[src/rtl/vga_timing_pkg.sv]
// ----------------------------------------------------------------------------
// vga_timing_pkg
// Shared constants for the VGA raster timing generator: phase encoding of one
// axis, counter width, default 640x480@60 timing and a parameter sanity helper.
// ----------------------------------------------------------------------------
package vga_timing_pkg;

   localparam int CNT_W = 12;

   localparam logic [1:0] PH_ACTIVE = 2'd0;
   localparam logic [1:0] PH_FP     = 2'd1;
   localparam logic [1:0] PH_SYNC   = 2'd2;
   localparam logic [1:0] PH_BP     = 2'd3;

   localparam int DEF_H_ACTIVE = 640;
   localparam int DEF_H_FP     = 16;
   localparam int DEF_H_SYNC   = 96;
   localparam int DEF_H_BP     = 48;
   localparam int DEF_V_ACTIVE = 480;
   localparam int DEF_V_FP     = 10;
   localparam int DEF_V_SYNC   = 2;
   localparam int DEF_V_BP     = 33;

   // An axis is usable when every phase is at least one count long and the
   // whole period still fits the 12-bit counter.
   function automatic bit timingFits(int active, int fp, int sync, int bp);
      return (active >= 1) && (fp >= 1) && (sync >= 1) && (bp >= 1) &&
             ((active + fp + sync + bp) <= 4095);
   endfunction

endpackage

[src/rtl/vga_axis_counter.sv]
// ----------------------------------------------------------------------------
// vga_axis_counter
// One raster axis: a counter running 0..TOTAL-1 with a decode of which phase
// (ACTIVE, FP, SYNC, BP) the current count lies in.
// Ports:
//   i_clk    clock
//   i_rst    synchronous active-high reset, count -> 0
//   i_clr    synchronous clear, count -> 0 (raster stopped)
//   i_inc    advance by one count
//   o_count  current count
//   o_phase  phase of the current count (PH_* encoding)
//   o_wrap   count is at its last value (TOTAL-1)
// ----------------------------------------------------------------------------
module vga_axis_counter
   import vga_timing_pkg::*;
#(
   parameter int ACTIVE = DEF_H_ACTIVE,
   parameter int FP     = DEF_H_FP,
   parameter int SYNC   = DEF_H_SYNC,
   parameter int BP     = DEF_H_BP
) (
   input  logic             i_clk,
   input  logic             i_rst,
   input  logic             i_clr,
   input  logic             i_inc,
   output logic [CNT_W-1:0] o_count,
   output logic [1:0]       o_phase,
   output logic             o_wrap
);

   localparam logic [CNT_W-1:0] FP_START   = CNT_W'(ACTIVE);
   localparam logic [CNT_W-1:0] SYNC_START = CNT_W'(ACTIVE + FP);
   localparam logic [CNT_W-1:0] BP_START   = CNT_W'(ACTIVE + FP + SYNC);
   localparam logic [CNT_W-1:0] LAST       = CNT_W'(ACTIVE + FP + SYNC + BP - 1);

   logic [CNT_W-1:0] r_count;

   // Counter: reset and clear both force zero; otherwise step on i_inc and
   // roll over from LAST back to zero.
   always_ff @(posedge i_clk) begin
      if (i_rst || i_clr) begin
         r_count <= '0;
      end else if (i_inc) begin
         if (r_count == LAST) begin
            r_count <= '0;
         end else begin
            r_count <= r_count + 1'b1;
         end
      end
   end

   // Phase decode: the phases are contiguous ranges starting at 0, so a chain
   // of less-than compares against the range starts is enough.
   always_comb begin
      o_phase = PH_BP;
      if (r_count < FP_START) begin
         o_phase = PH_ACTIVE;
      end else if (r_count < SYNC_START) begin
         o_phase = PH_FP;
      end else if (r_count < BP_START) begin
         o_phase = PH_SYNC;
      end
   end

   assign o_count = r_count;
   assign o_wrap  = (r_count == LAST);

endmodule

[src/rtl/vga_timing_gen.sv]
// ----------------------------------------------------------------------------
// vga_timing_gen
// VGA raster timing: sync pulses, data enable, pixel coordinates and
// line/frame strobes, built from a horizontal and a vertical axis counter.
// Ports:
//   i_clk          clock
//   i_rst          synchronous active-high reset
//   i_en           run enable; 0 stops the raster and clears the counters
//   i_pix_ce       pixel-rate clock enable
//   o_hsync        horizontal sync, HPOL level during the H SYNC phase
//   o_vsync        vertical sync, VPOL level during the V SYNC phase
//   o_de           data enable (H ACTIVE and V ACTIVE)
//   o_x, o_y       pixel coordinates
//   o_line_start   one-clk strobe at x==0 on a pixel tick
//   o_frame_start  one-clk strobe at x==0, y==0 on a pixel tick
// Configuration macro: VGA_TG_OUTREG_EN adds one register stage on every
// output (1 clk extra latency, glitch-free pads); undefined = combinational.
// ----------------------------------------------------------------------------
module vga_timing_gen
   import vga_timing_pkg::*;
#(
   parameter int H_ACTIVE = DEF_H_ACTIVE,
   parameter int H_FP     = DEF_H_FP,
   parameter int H_SYNC   = DEF_H_SYNC,
   parameter int H_BP     = DEF_H_BP,
   parameter int V_ACTIVE = DEF_V_ACTIVE,
   parameter int V_FP     = DEF_V_FP,
   parameter int V_SYNC   = DEF_V_SYNC,
   parameter int V_BP     = DEF_V_BP,
   parameter bit HPOL     = 1'b0,
   parameter bit VPOL     = 1'b0
) (
   input  logic             i_clk,
   input  logic             i_rst,
   input  logic             i_en,
   input  logic             i_pix_ce,
   output logic             o_hsync,
   output logic             o_vsync,
   output logic             o_de,
   output logic [CNT_W-1:0] o_x,
   output logic [CNT_W-1:0] o_y,
   output logic             o_line_start,
   output logic             o_frame_start
);

   // Refuse to build a raster whose phases are empty or whose period does not
   // fit the 12-bit coordinate counters.
   if (!timingFits(H_ACTIVE, H_FP, H_SYNC, H_BP) ||
       !timingFits(V_ACTIVE, V_FP, V_SYNC, V_BP)) begin : g_badTiming
      $error("vga_timing_gen: timing parameters must be >= 1 with totals <= 4095");
   end

   logic             r_running;
   logic             w_advance;
   logic             w_clr;
   logic             w_hWrap;
   logic             w_vInc;
   logic             w_unusedVWrap;
   logic [CNT_W-1:0] w_hCount;
   logic [CNT_W-1:0] w_vCount;
   logic [1:0]       w_hPhase;
   logic [1:0]       w_vPhase;
   logic             w_hsync;
   logic             w_vsync;
   logic             w_de;
   logic [CNT_W-1:0] w_x;
   logic [CNT_W-1:0] w_y;
   logic             w_lineStart;
   logic             w_frameStart;

   // Run flag: any edge with reset or en low stops the raster; the first edge
   // with both clear starts it, and the counters are still at (0,0) then.
   always_ff @(posedge i_clk) begin
      if (i_rst || !i_en) begin
         r_running <= 1'b0;
      end else begin
         r_running <= 1'b1;
      end
   end

   // Counters are cleared on the very edge en drops, so they already read
   // (0,0) when a new run starts. The vertical axis steps only on the
   // horizontal wrap tick, which keeps vsync line-aligned.
   assign w_advance = r_running & i_pix_ce;
   assign w_clr     = ~i_en | ~r_running;
   assign w_vInc    = w_hWrap & w_advance;

   vga_axis_counter #(
      .ACTIVE (H_ACTIVE),
      .FP     (H_FP),
      .SYNC   (H_SYNC),
      .BP     (H_BP)
   ) u_hAxis (
      .i_clk   (i_clk),
      .i_rst   (i_rst),
      .i_clr   (w_clr),
      .i_inc   (w_advance),
      .o_count (w_hCount),
      .o_phase (w_hPhase),
      .o_wrap  (w_hWrap)
   );

   // The vertical wrap is implied by the horizontal wrap plus y==last and is
   // not needed by anything here.
   vga_axis_counter #(
      .ACTIVE (V_ACTIVE),
      .FP     (V_FP),
      .SYNC   (V_SYNC),
      .BP     (V_BP)
   ) u_vAxis (
      .i_clk   (i_clk),
      .i_rst   (i_rst),
      .i_clr   (w_clr),
      .i_inc   (w_vInc),
      .o_count (w_vCount),
      .o_phase (w_vPhase),
      .o_wrap  (w_unusedVWrap)
   );

   // Output decode: everything sits at its inactive level unless the raster
   // is running. Strobes are qualified with the pixel enable so they stay one
   // clk wide even when x lingers at 0 for several clks.
   always_comb begin
      w_hsync      = ~HPOL;
      w_vsync      = ~VPOL;
      w_de         = 1'b0;
      w_x          = '0;
      w_y          = '0;
      w_lineStart  = 1'b0;
      w_frameStart = 1'b0;
      if (r_running) begin
         w_hsync      = (w_hPhase == PH_SYNC) ? HPOL : ~HPOL;
         w_vsync      = (w_vPhase == PH_SYNC) ? VPOL : ~VPOL;
         w_de         = (w_hPhase == PH_ACTIVE) && (w_vPhase == PH_ACTIVE);
         w_x          = w_hCount;
         w_y          = w_vCount;
         w_lineStart  = i_pix_ce && (w_hCount == '0);
         w_frameStart = i_pix_ce && (w_hCount == '0) && (w_vCount == '0);
      end
   end

`ifdef VGA_TG_OUTREG_EN
   logic             r_hsync;
   logic             r_vsync;
   logic             r_de;
   logic [CNT_W-1:0] r_x;
   logic [CNT_W-1:0] r_y;
   logic             r_lineStart;
   logic             r_frameStart;

   // Pad register stage: a plain one-clk copy of the decode, reset to the
   // inactive levels.
   always_ff @(posedge i_clk) begin
      if (i_rst) begin
         r_hsync      <= ~HPOL;
         r_vsync      <= ~VPOL;
         r_de         <= 1'b0;
         r_x          <= '0;
         r_y          <= '0;
         r_lineStart  <= 1'b0;
         r_frameStart <= 1'b0;
      end else begin
         r_hsync      <= w_hsync;
         r_vsync      <= w_vsync;
         r_de         <= w_de;
         r_x          <= w_x;
         r_y          <= w_y;
         r_lineStart  <= w_lineStart;
         r_frameStart <= w_frameStart;
      end
   end

   assign o_hsync       = r_hsync;
   assign o_vsync       = r_vsync;
   assign o_de          = r_de;
   assign o_x           = r_x;
   assign o_y           = r_y;
   assign o_line_start  = r_lineStart;
   assign o_frame_start = r_frameStart;
`else
   assign o_hsync       = w_hsync;
   assign o_vsync       = w_vsync;
   assign o_de          = w_de;
   assign o_x           = w_x;
   assign o_y           = w_y;
   assign o_line_start  = w_lineStart;
   assign o_frame_start = w_frameStart;
`endif

endmodule

[config.mk]
export PLATFORM = sky130hd
export DESIGN_NAME = vga_timing_gen
export DESIGN_NICKNAME = d
export VERILOG_FILES = /design/src/rtl/vga_timing_pkg.sv /design/src/rtl/vga_axis_counter.sv /design/src/rtl/vga_timing_gen.sv
export SDC_FILE = /design/constraint.sdc
export NUM_CORES = 1
export LEC_CHECK = 0
export CORE_ASPECT_RATIO = 0.6
export CORE_MARGIN = 1.5
export CORE_UTILIZATION = 30
export DETAILED_ROUTE_END_ITERATION = 6
export GPL_ROUTABILITY_DRIVEN = 0
export GPL_TIMING_DRIVEN = 0
export SETUP_SLACK_MARGIN = 0.2
export SYNTH_ARGS = -nofsm -noshare
export SYNTH_HDL_FRONTEND = slang
export SYNTH_SLANG_ARGS = --single-unit
[constraint.sdc]
create_clock -name i_clk -period 2 [get_ports i_clk]
set_input_delay 0.4 -clock i_clk [delete_from_list [all_inputs] [get_ports i_clk]]
set_output_delay 0.4 -clock i_clk [all_outputs]
set_load 0.005 [all_outputs]
==> impl_metrics.yaml, run 1 <==
sta:
  max_clock_freq_mhz: 483.1
  hold_slack_ns: 0.4626
  setup_viol: 1
  fin_crit_sh_pct: 103.5
  period_needed_ns: 2.070
  fin_setup_tns_ns: -0.07011
  slew_headroom_pct: 72.79
  finalWorstSetupSlack_ns: -0.07011
  hold_viol_final: 0
  rsz0062_at_grt: "true"
  worst_slew_pin_slew_ns: 0.4082
  slew_viol_final: 0
  finClkSkew_ns: 0.005546
drt:
  drt-initial-drc-count: 89
  routed_wl_um: 4777
  viasPerCell: 5.081
  ant_nets: 0
  vias: 1631
  wl_per_cell_um: 14.88
  drc: 0
  firstDrtPassIters: 4
final_layout:
  layout_common_cells: "buf_6 (24), nor2_1 (17), buf_4 (16), nand2_1 (15), and2_1 (14)"
  multi_input_area_um2: 1115
  syn_to_final_growth_pct: 58.77
  layout_commonest_cell: "buf_6"
  fill_cells: 432
  final_cells: 321
  final_area_um2: 2414
  nNetsFinal: 267
  diodes: 0
  drive_gt1_share_pct: 44.96
  regArea_um2: 543.0
grt:
  grt_pass1_wl_um: 7272
  overflow: 0
  gr-usage-all-layers_pct: 17.28
  grt_pass1_vias: 1368
  grt_max_degree: 14
  antenna_found_initial: 0
place:
  dp_hpwl_um: 3116
  port_buffers: 32
  dpl_cell_area_um2: 1919
  placed_cells: 290
cts:
  cts.clk_slew.worst_paths_ns: 0.09
  cts_tree: "done"
  htree_levels: 1
  cts_made_buffers: 3
  clock_latency_ns: 0.27
  clockBufferDepth: 2
  cts_sinks: 25
  cts_root_buf: "clkbuf_8"
  hold_buffers: 0
floorplan:
  die_w_um: 94.90
  initial_utilization_pct: 32.13
  pin_count: 33
  chipHeight_um: 58.14
  core_area_um2: 4731
  die-area_um2: 5517
  rows: 19
yosys:
  syn-num-nets: 203
  ys_warn_count: 0
  ys_ff_latch: 25
  ys_types: 38
  synthCells: 195
  avgSynthCellArea_um2: 7.796
  syn-cell-area_um2: 1520
  ys_seq_area_share_pct: 32.92
power:
  internal-power_uw: 678.8
  pwr-share-clk_pct: 35.0
  p_comb_share_pct: 9.7
  power.share.switching_pct: 22.90
  p_seq_share_pct: 55.3
  power_density_nw_per_um2: 364.8
  power_switching_uw: 201.7
  power_uw: 880.4
  irDropWorstVdd_mv: 0.2464
  p_leak_uw: 0.0009407
setup_path:
  r2r_slack_ns: 0.25
  startpoint: "u_hAxis.o_count[6]$_SDFFE_PP0P_"
  worst_r2r_path_depth: 6
  worstReg2RegStart: "u_hAxis.o_count[0]$_SDFFE_PP0P_"
  cp.arrival_ns: 1.67
  worst-setup-path-type: "register to output pin"
  cp-endpoint: "o_frame_start"
  critPathLaunchType: "register"
  cp_max_fo: 5
  r2r-end: "u_vAxis.o_count[8]$_SDFFE_PP0P_"
  end_kind: "output pin"
  required_ns: 1.60
min_path:
  min_from: "i_pix_ce"
  worstHoldPathType: "input port to register"
run_status:
  status: "complete, but fails checks"
  failed_checks: "setup timing"
job:
  drv_cap: 0
[cell usage after synthesis, drive strengths merged]
| library cell | n | area, um2 |
|---|---|---|
| a21o | 1 | 7.510 |
| a21oi | 7 | 35.03 |
| a31o | 1 | 8.760 |
| a31oi | 1 | 6.260 |
| and2 | 27 | 170.2 |
| and3 | 6 | 42.54 |
| and4 | 1 | 11.26 |
| and4b | 1 | 10.01 |
| buf | 3 | 27.52 |
| clkbuf | 6 | 22.52 |
| dfxtp | 25 | 500.5 |
| ha | 4 | 50.05 |
| inv | 5 | 18.77 |
| nand2 | 16 | 67.56 |
| nand2b | 1 | 6.260 |
| nand3 | 10 | 55.05 |
| nand3b | 1 | 7.510 |
| nand4 | 8 | 50.05 |
| nand4b | 1 | 8.760 |
| nor2 | 20 | 82.58 |
| nor2b | 3 | 18.77 |
| nor3 | 8 | 40.04 |
| nor4 | 5 | 31.28 |
| nor4b | 1 | 8.760 |
| nor4bb | 1 | 10.01 |
| o21ai | 12 | 60.06 |
| o31ai | 2 | 15.01 |
| o41ai | 1 | 8.760 |
| or3 | 3 | 18.77 |
| or4 | 2 | 15.01 |
| xnor2 | 3 | 26.28 |
| xor2 | 9 | 78.83 |
[area by class of cell]
cell class              instances  share of cell area [%]
multi-input cells             156                   46.19
well taps                      63                   3.266
flip-flops and latches         25                   22.50
inverters                       5                  0.7776
clock buffers                   4                   1.866
plain buffers                   9                   4.406
repair buffers                 59                   21.00
[critical path: stages (launching register included)]
cell     delay [ns]
dfxtp_4        0.38
nor3_4         0.18
and3_4         0.20
and4b_1        0.22
buf_4          0.11
nand4_1        0.06
nor2_1         0.12
buf_2          0.13
[power by group through the flow]
stage          Combinational, uW  Clock (uW)  Sequential (uW)
6_report                    85.5         308              487
4_1_cts                     69.4         319              492
3_3_place_gp                41.3           0              512
2_1_floorplan               21.6           0              512
5_1_grt                     91.4         343              488
3_5_place_dp                41.8           0              512
[per-layer routing]
metal	vias to the layer above	routed length (um)	global-route usage (%)
met5	-	0	0
met4	0	15	1.919
met3	2	272	4.068
met2	42	2109	23.88
met1	778	2379	27.34
li1	809	-	-
[what timing repair did]
action / 4_1_cts / 5_1_grt
pin swaps: 10 / 14
gates cloned: 1 / 0
gates resized for setup: 139 / 65
endpoints found under the setup margin: 46 / 44
buffers inserted: 14 / 12
[sequential cells by signal, indices dropped and copies added (netlist names)]
name             count
u_vAxis.o_count     12
u_hAxis.o_count     12
r_running            1
[per-stage QoR]
stage / utilization (%) / worst slack [ns]
4_1_cts: 45.17 / -0.1095
6_report: 51.02 / -0.07011
2_1_floorplan: - / 0.3294
3_5_place_dp: 40.57 / -0.7750
5_1_grt: 51.02 / -0.1528
3_3_place_gp: 40.57 / -0.7547
[logic make-up (layout without fill, tap and decap cells)]
family,after synthesis,after routing,share of synthesized area [%]
AND/OR/NAND/NOR,115,115,43.05
adder cells (fa/ha/maj),4,4,3.292
buffers and inverters,14,77,4.526
flip-flops,25,25,32.92
XOR/XNOR,12,12,6.914
AO/OA/AOI/OAI,25,25,9.301
[how the worst min path moves through the flow]
| stage | to | slack [ns] | cells past startpoint |
|---|---|---|---|
| global placement | u_hAxis.o_count[11]$_SDFFE_PP0P_ | 0.52 | 2 |
| floorplan | u_vAxis.o_count[0]$_SDFFE_PP0P_ | 0.49 | 2 |
| detailed placement | u_hAxis.o_count[11]$_SDFFE_PP0P_ | 0.52 | 2 |
| CTS | u_vAxis.o_count[6]$_SDFFE_PP0P_ | 0.49 | 1 |
| finish | u_hAxis.o_count[1]$_SDFFE_PP0P_ | 0.46 | 3 |
| global route | u_hAxis.o_count[1]$_SDFFE_PP0P_ | 0.52 | 3 |
No activity file was read; power rests on OpenSTA's default activity.
==> run 2, diff against run 1 <==
--- a/config.mk
+++ b/config.mk
@@ -10,7 +10,7 @@
 export CORE_UTILIZATION = 30
 export DETAILED_ROUTE_END_ITERATION = 6
 export GPL_ROUTABILITY_DRIVEN = 0
-export GPL_TIMING_DRIVEN = 0
+export GPL_TIMING_DRIVEN = 1
 export SETUP_SLACK_MARGIN = 0.2
 export SYNTH_ARGS = -nofsm -noshare
 export SYNTH_HDL_FRONTEND = slang
==> constraint.sdc (replaced) <==
create_clock -name i_clk -period 1.65 [get_ports i_clk]
set_input_delay 0.33 -clock i_clk [delete_from_list [all_inputs] [get_ports i_clk]]
set_output_delay 0.33 -clock i_clk [all_outputs]
set_load 0.005 [all_outputs]
==> run 2 against run 1 <==
Against the previous run: the run still ends with setup timing left; power up 33%; via count rose by 23%; count of clock-buffer cells in the layout down 1; highest routed layer unchanged.
==> impl_metrics.yaml, run 2 (synthesized netlist as in run 1, its figures left out) <==
run_status:
  status: "complete, but fails checks"
  failed_checks: "setup timing"
setup_path:
  cp_max_fo: 2
  startpoint: "u_hAxis.o_count[5]$_SDFFE_PP0P_"
  worst-setup-path-type: "register to output pin"
  cp.arrival_ns: 1.67
  end_kind: "output pin"
  r2r_slack_ns: -0.20
  r2r-end: "u_hAxis.o_count[9]$_SDFFE_PP0P_"
  cp-endpoint: "o_frame_start"
  required_ns: 1.32
  critPathLaunchType: "register"
  worst_r2r_path_depth: 12
  worstReg2RegStart: "r_running$_DFF_P_"
grt:
  overflow: 0
  antenna_found_initial: 0
  gr-usage-all-layers_pct: 22.41
  grt_pass1_wl_um: 9294
  grt_max_degree: 16
  grt_pass1_vias: 1761
sta:
  finClkSkew_ns: 0.01458
  finalWorstSetupSlack_ns: -0.3483
  slew_headroom_pct: 76.17
  worst_slew_pin_slew_ns: 0.3538
  setup_viol: 48
  max_clock_freq_mhz: 500.4
  fin_crit_sh_pct: 121.1
  slew_viol_final: 0
  period_needed_ns: 1.998
  fin_setup_tns_ns: -4.501
  hold_slack_ns: 0.5417
  rsz0062_at_grt: "true"
  hold_viol_final: 0
power:
  power_uw: 1173
  power_density_nw_per_um2: 354.8
  p_leak_uw: 0.001362
  irDropWorstVdd_mv: 0.3081
final_layout:
  fill_cells: 326
  syn_to_final_growth_pct: 117.5
  layout_common_cells: "buf_6 (61), buf_4 (44), and2_4 (25), dfxtp_1 (11), nor2_1 (10)"
  multi_input_area_um2: 1366
  nNetsFinal: 321
  drive_gt1_share_pct: 69.87
  regArea_um2: 530.5
  diodes: 0
  post-route-util_pct: 69.90
  final_area_um2: 3307
  layout_commonest_cell: "buf_6"
cts:
  cts_root_buf: "clkbuf_8"
  cts.clk_slew.worst_paths_ns: 0.11
  cts_made_buffers: 3
  cts_tree: "done"
  cts_sinks: 25
  clockBufferDepth: 2
  hold_buffers: 0
  clock_latency_ns: 0.28
  htree_levels: 1
job:
  drv_cap: 0
floorplan:
  die-area_um2: 5517
  die_w_um: 94.90
  rows: 19
  initial_utilization_pct: 32.13
  chipHeight_um: 58.14
  core_area_um2: 4731
  pin_count: 33
drt:
  drt-initial-drc-count: 189
  vias: 2008
  firstDrtPassIters: 4
  ant_nets: 0
  viasPerCell: 5.355
  drc: 0
  wl_per_cell_um: 18.71
  routed_wl_um: 7016
min_path:
  worstHoldPathType: "register to register"
  min_from: "u_vAxis.o_count[1]$_SDFFE_PP0P_"
  whs_path_depth: 2
place:
  dpl_cell_area_um2: 2293
  port_buffers: 32
  dp_hpwl_um: 3474
[run 2: cell types whose count changed in the layout (fill, tap and decap cells not counted), moves of 5 or more]
| cell | change |
|---|---|
| buf_6 | +37 |
| buf_4 | +28 |
| and2_1 | -12 |
| and2_4 | +12 |
| clkbuf_2 | -9 |
| nor2_1 | -7 |
| o21ai_0 | -7 |
| nand2_1 | -6 |
| nor2_4 | +6 |
| dfxtp_2 | +5 |
| dfxtp_4 | -5 |
| nor4_2 | -5 |
[run 2: worst min-delay path by stage]
stage	slack [ns]	end
floorplan	0.42	r_running$_DFF_P_
global placement	0.51	u_vAxis.o_count[0]$_SDFFE_PP0P_
detailed placement	0.51	u_vAxis.o_count[0]$_SDFFE_PP0P_
CTS	0.52	u_vAxis.o_count[1]$_SDFFE_PP0P_
global route	0.57	u_vAxis.o_count[1]$_SDFFE_PP0P_
finish	0.54	u_vAxis.o_count[1]$_SDFFE_PP0P_
[run 2: timing repair]
action	4_1_cts	5_1_grt
buffers inserted	21	11
resized for setup	225	77
gates cloned	5	0
pin swaps	43	38
setup endpoints to repair	52	53
[run 2: area by class of cell]
cell class,instances,share of cell area [%]
clock buffer,3,1.249
clock inverter,1,0.2270
inverter,5,0.5675
multi-input combinational,156,41.32
sequential,25,16.04
tap,63,2.384
timing repair buffer,122,38.21
[run 2: layer usage]
metal	wire length (um)	vias up	GRT usage (%)
li1	-	922	-
met4	99	0	4.264
met3	521	8	3.937
met2	3413	85	33.47
met5	0	-	0
met1	2981	993	33.68
[run 2: power breakdown]
group          switching [uW]  total (uW)  internal (uW)
logic                    73.1         181            108
registers                2.30         600            597
clock network             220         392            172
total                     296        1170            877
[run 2: worst max-delay path, cell delays in order (launching register included)]
cell     delay [ns]
dfxtp_2        0.35
nor3_4         0.21
and3_4         0.21
and4b_1        0.22
buf_4          0.13
nand4_1        0.07
nor2_1         0.09
buf_2          0.11
[run 2: per-stage QoR]
| step | cells | setup slack [ns] |
|---|---|---|
| after global placement | 334 | -0.7613 |
| after floorplan | 195 | 0.06091 |
| after CTS | 364 | -0.3092 |
| after detailed placement | 334 | -0.7661 |
| final | 375 | -0.3483 |
| after global routing | 375 | -0.4306 |
==> run 3, diff against run 2 <==
--- a/config.mk
+++ b/config.mk
@@ -5,6 +5,7 @@
 export SDC_FILE = /design/constraint.sdc
 export NUM_CORES = 1
 export LEC_CHECK = 0
+export ABC_AREA = 1
 export CORE_ASPECT_RATIO = 0.6
 export CORE_MARGIN = 1.5
 export CORE_UTILIZATION = 30
==> run 3 against run 2 <==
Against the previous run: via count is 19% higher; the run still ends with setup timing left; clock skew decreased by 0.011 ns; sequential power is 1% higher; hold slack worse by 0.049 ns; critical path type unchanged; count of clock-buffer cells in the layout is 1 higher; utilization decreased by 14 points; critical endpoint unchanged.
==> impl_metrics.yaml, run 3 <==
drt:
  met2_length_um: 3083
  viasPerCell: 4.630
  drc: 0
  drt-initial-drc-count: 85
  drt-met1-wl_um: 3374
  ant_nets: 0
  vias: 2389
  top_layer_used: "met4"
  routed_wl_um: 7007
  firstDrtPassIters: 5
  met3_length_um: 407
  wl_per_cell_um: 13.58
setup_path:
  critPathLaunchType: "register"
  end_kind: "output pin"
  worst-setup-path-type: "register to output pin"
  cp.arrival_ns: 1.41
  path_cells: "nor2_1 > nand2_1 > nor4_1 > nand2_1 > nor2_1 > buf_2"
  crit_slowest_cell: "dfxtp_2"
  required_ns: 1.32
  critPathMaxStageDelay_ns: 0.34
  cp_max_fo: 2
cts:
  cts_root_buf: "clkbuf_8"
  clockBufferDepth: 2
  cts_tree: "done"
  htree_levels: 1
  cts_sinks: 25
  clock_latency_ns: 0.27
  hold_buffers: 0
  cts.clk_slew.worst_paths_ns: 0.09
  cts_made_buffers: 3
place:
  dp_hpwl_um: 4609
  port_buffers: 32
  dp_slack_ns: -0.5039
  dpl_cell_area_um2: 2731
floorplan:
  chipHeight_um: 64.41
  rows: 22
  die-area_um2: 6786
  pin_count: 33
  core_area_um2: 6083
  initial_utilization_pct: 31.00
  die_w_um: 105.4
sta:
  setup_viol: 2
  finClkSkew_ns: 0.003722
  slew_viol_final: 0
  hold_viol_final: 0
  rsz0062_at_grt: "true"
  max_clock_freq_mhz: 574.3
  fin_crit_sh_pct: 105.5
  finalWorstSetupSlack_ns: -0.09137
  slew_headroom_pct: 80.50
  period_needed_ns: 1.741
  worst_slew_pin_slew_ns: 0.2905
yosys:
  synth_area_leaders: "dfxtp_1 (27%), nand2_1 (20%), inv_1 (13%), nor2_1 (8.0%), nand3_1 (6.9%)"
  synth_top_flop_cell: "dfxtp_1"
  synth_most_common_cell: "nand2_1"
  synthCells: 324
  syn-cell-area_um2: 1886
  synth.largest_area_cell: "dfxtp_1"
  ys_ff_latch: 25
  avgSynthCellArea_um2: 5.820
  ys_types: 30
  synth_edf_count: 0
  ys_seq_area_share_pct: 26.54
  ys_warn_count: 0
  synthDominantCellAreaShare_pct: 26.54
  async_flop_share_pct: 0
  syn-num-nets: 332
  synth_common_cells: "nand2_1 (98), inv_1 (67), nor2_1 (40)"
final_layout:
  drive_gt1_share_pct: 56.25
  syn_to_final_growth_pct: 81.42
  nNetsFinal: 441
  layout_common_cells: "nand2_1 (66), buf_4 (45), inv_1 (38), nor2_1 (29), inv_2 (28)"
  diodes: 0
  final_area_um2: 3421
  fill_cells: 549
  layout_commonest_cell: "nand2_1"
run_status:
  status: "complete, but fails checks"
  failed_checks: "setup timing"
power:
  p_leak_uw: 0.001930
  irDropWorstVdd_mv: 0.2421
  power_density_nw_per_um2: 334.7
grt:
  overflow: 0
  grt_pass1_vias: 2040
  antenna_found_initial: 0
  grt_max_degree: 15
  grt_pass1_wl_um: 9825
  gr-usage-all-layers_pct: 18.25
min_path:
  worstHoldPathType: "register to register"
job:
  drv_cap: 0
## run 3: changes by cell type in the layout (fill, tap and decap cells not counted), sizes merged, moves of 17 or more
cell    change
and2       -27
clkbuf     +17
nor2       +26
inv        +64
buf        -32
nand2      +89
## run 3: path summary, 6_finish.rpt
kind / slack (ns) / end / cells past startpoint / from
setup / recovery: -0.09 / o_frame_start / 6 / u_vAxis.o_count[4]$_SDFFE_PP0P_
hold / removal: 0.49 / u_vAxis.o_count[5]$_SDFFE_PP0P_ / 2 / u_vAxis.o_count[5]$_SDFFE_PP0P_
setup reg to reg: 0.14 / u_hAxis.o_count[5]$_SDFFE_PP0P_ / 9 / r_running$_DFF_P_
hold reg to reg: 0.49 / u_vAxis.o_count[5]$_SDFFE_PP0P_ / 2 / u_vAxis.o_count[5]$_SDFFE_PP0P_
## run 3: where the power goes
part           total, uW  leakage [uW]  switching [uW]  internal, uW
clock                380     0.0000228             207           173
combinational        158       0.00169            70.2          88.1
sequential           607      0.000212            3.24           604
total               1150       0.00193             280           865
## run 3: per-stage QoR
stage	hold slack (ns)	std cells	total power, uW	TNS (ns)	util (%)
CTS	0.5104	499	1076	-1.340	48.03
floorplan	0.4032	324	654.9	0	-
global placement	0.4973	493	696.4	-3.432	44.90
detailed placement	0.4975	493	696.6	-3.947	44.90
global route	0.5246	516	1187	-0.4637	56.23
finish	0.4929	516	1145	-0.1002	56.23
## run 3: kinds of logic (layout without fill, tap and decap cells)
group                    count (synthesis)  after routing  share of synthesized area, %
AO/OA/AOI/OAI                           20             20                         5.707
XOR/XNOR                                 3              3                         1.394
adder cells (fa/ha/maj)                  4              4                         2.654
buffers and inverters                   74            182                         15.26
flip-flops                              25             25                         26.54
AND/OR/NAND/NOR                        198            198                         48.44
## run 3: critical path: cells and delay by family (launching register included)
family | cells | cell delay, ns
AND/OR/NAND/NOR | 5 | 0.68
flip-flops | 1 | 0.34
buffers and inverters | 1 | 0.11
## run 3: layout make-up
type / count / area [um2] / share of cell area [%]
Clock buffer: 4 / 45.04 / 1.317
Inverter: 70 / 287.8 / 8.413
Tap cell: 84 / 105.1 / 3.072
Multi-Input combinational cell: 225 / 1513 / 44.22
Timing Repair Buffer: 108 / 940.9 / 27.51
Sequential cell: 25 / 529.3 / 15.47
## run 3: repair_timing
action,in CTS,in global routing
pin swaps,13,50
gates cloned,0,2
setup endpoints to repair,47,51
setup buffers,2,15
gates resized for setup,87,193
## run 3: per-layer routing
metal,track usage (%),vias to the layer above
met5,0,-
met4,4.452,0
met3,3.018,12
met2,25.90,76
met1,28.08,1089
li1,-,1212
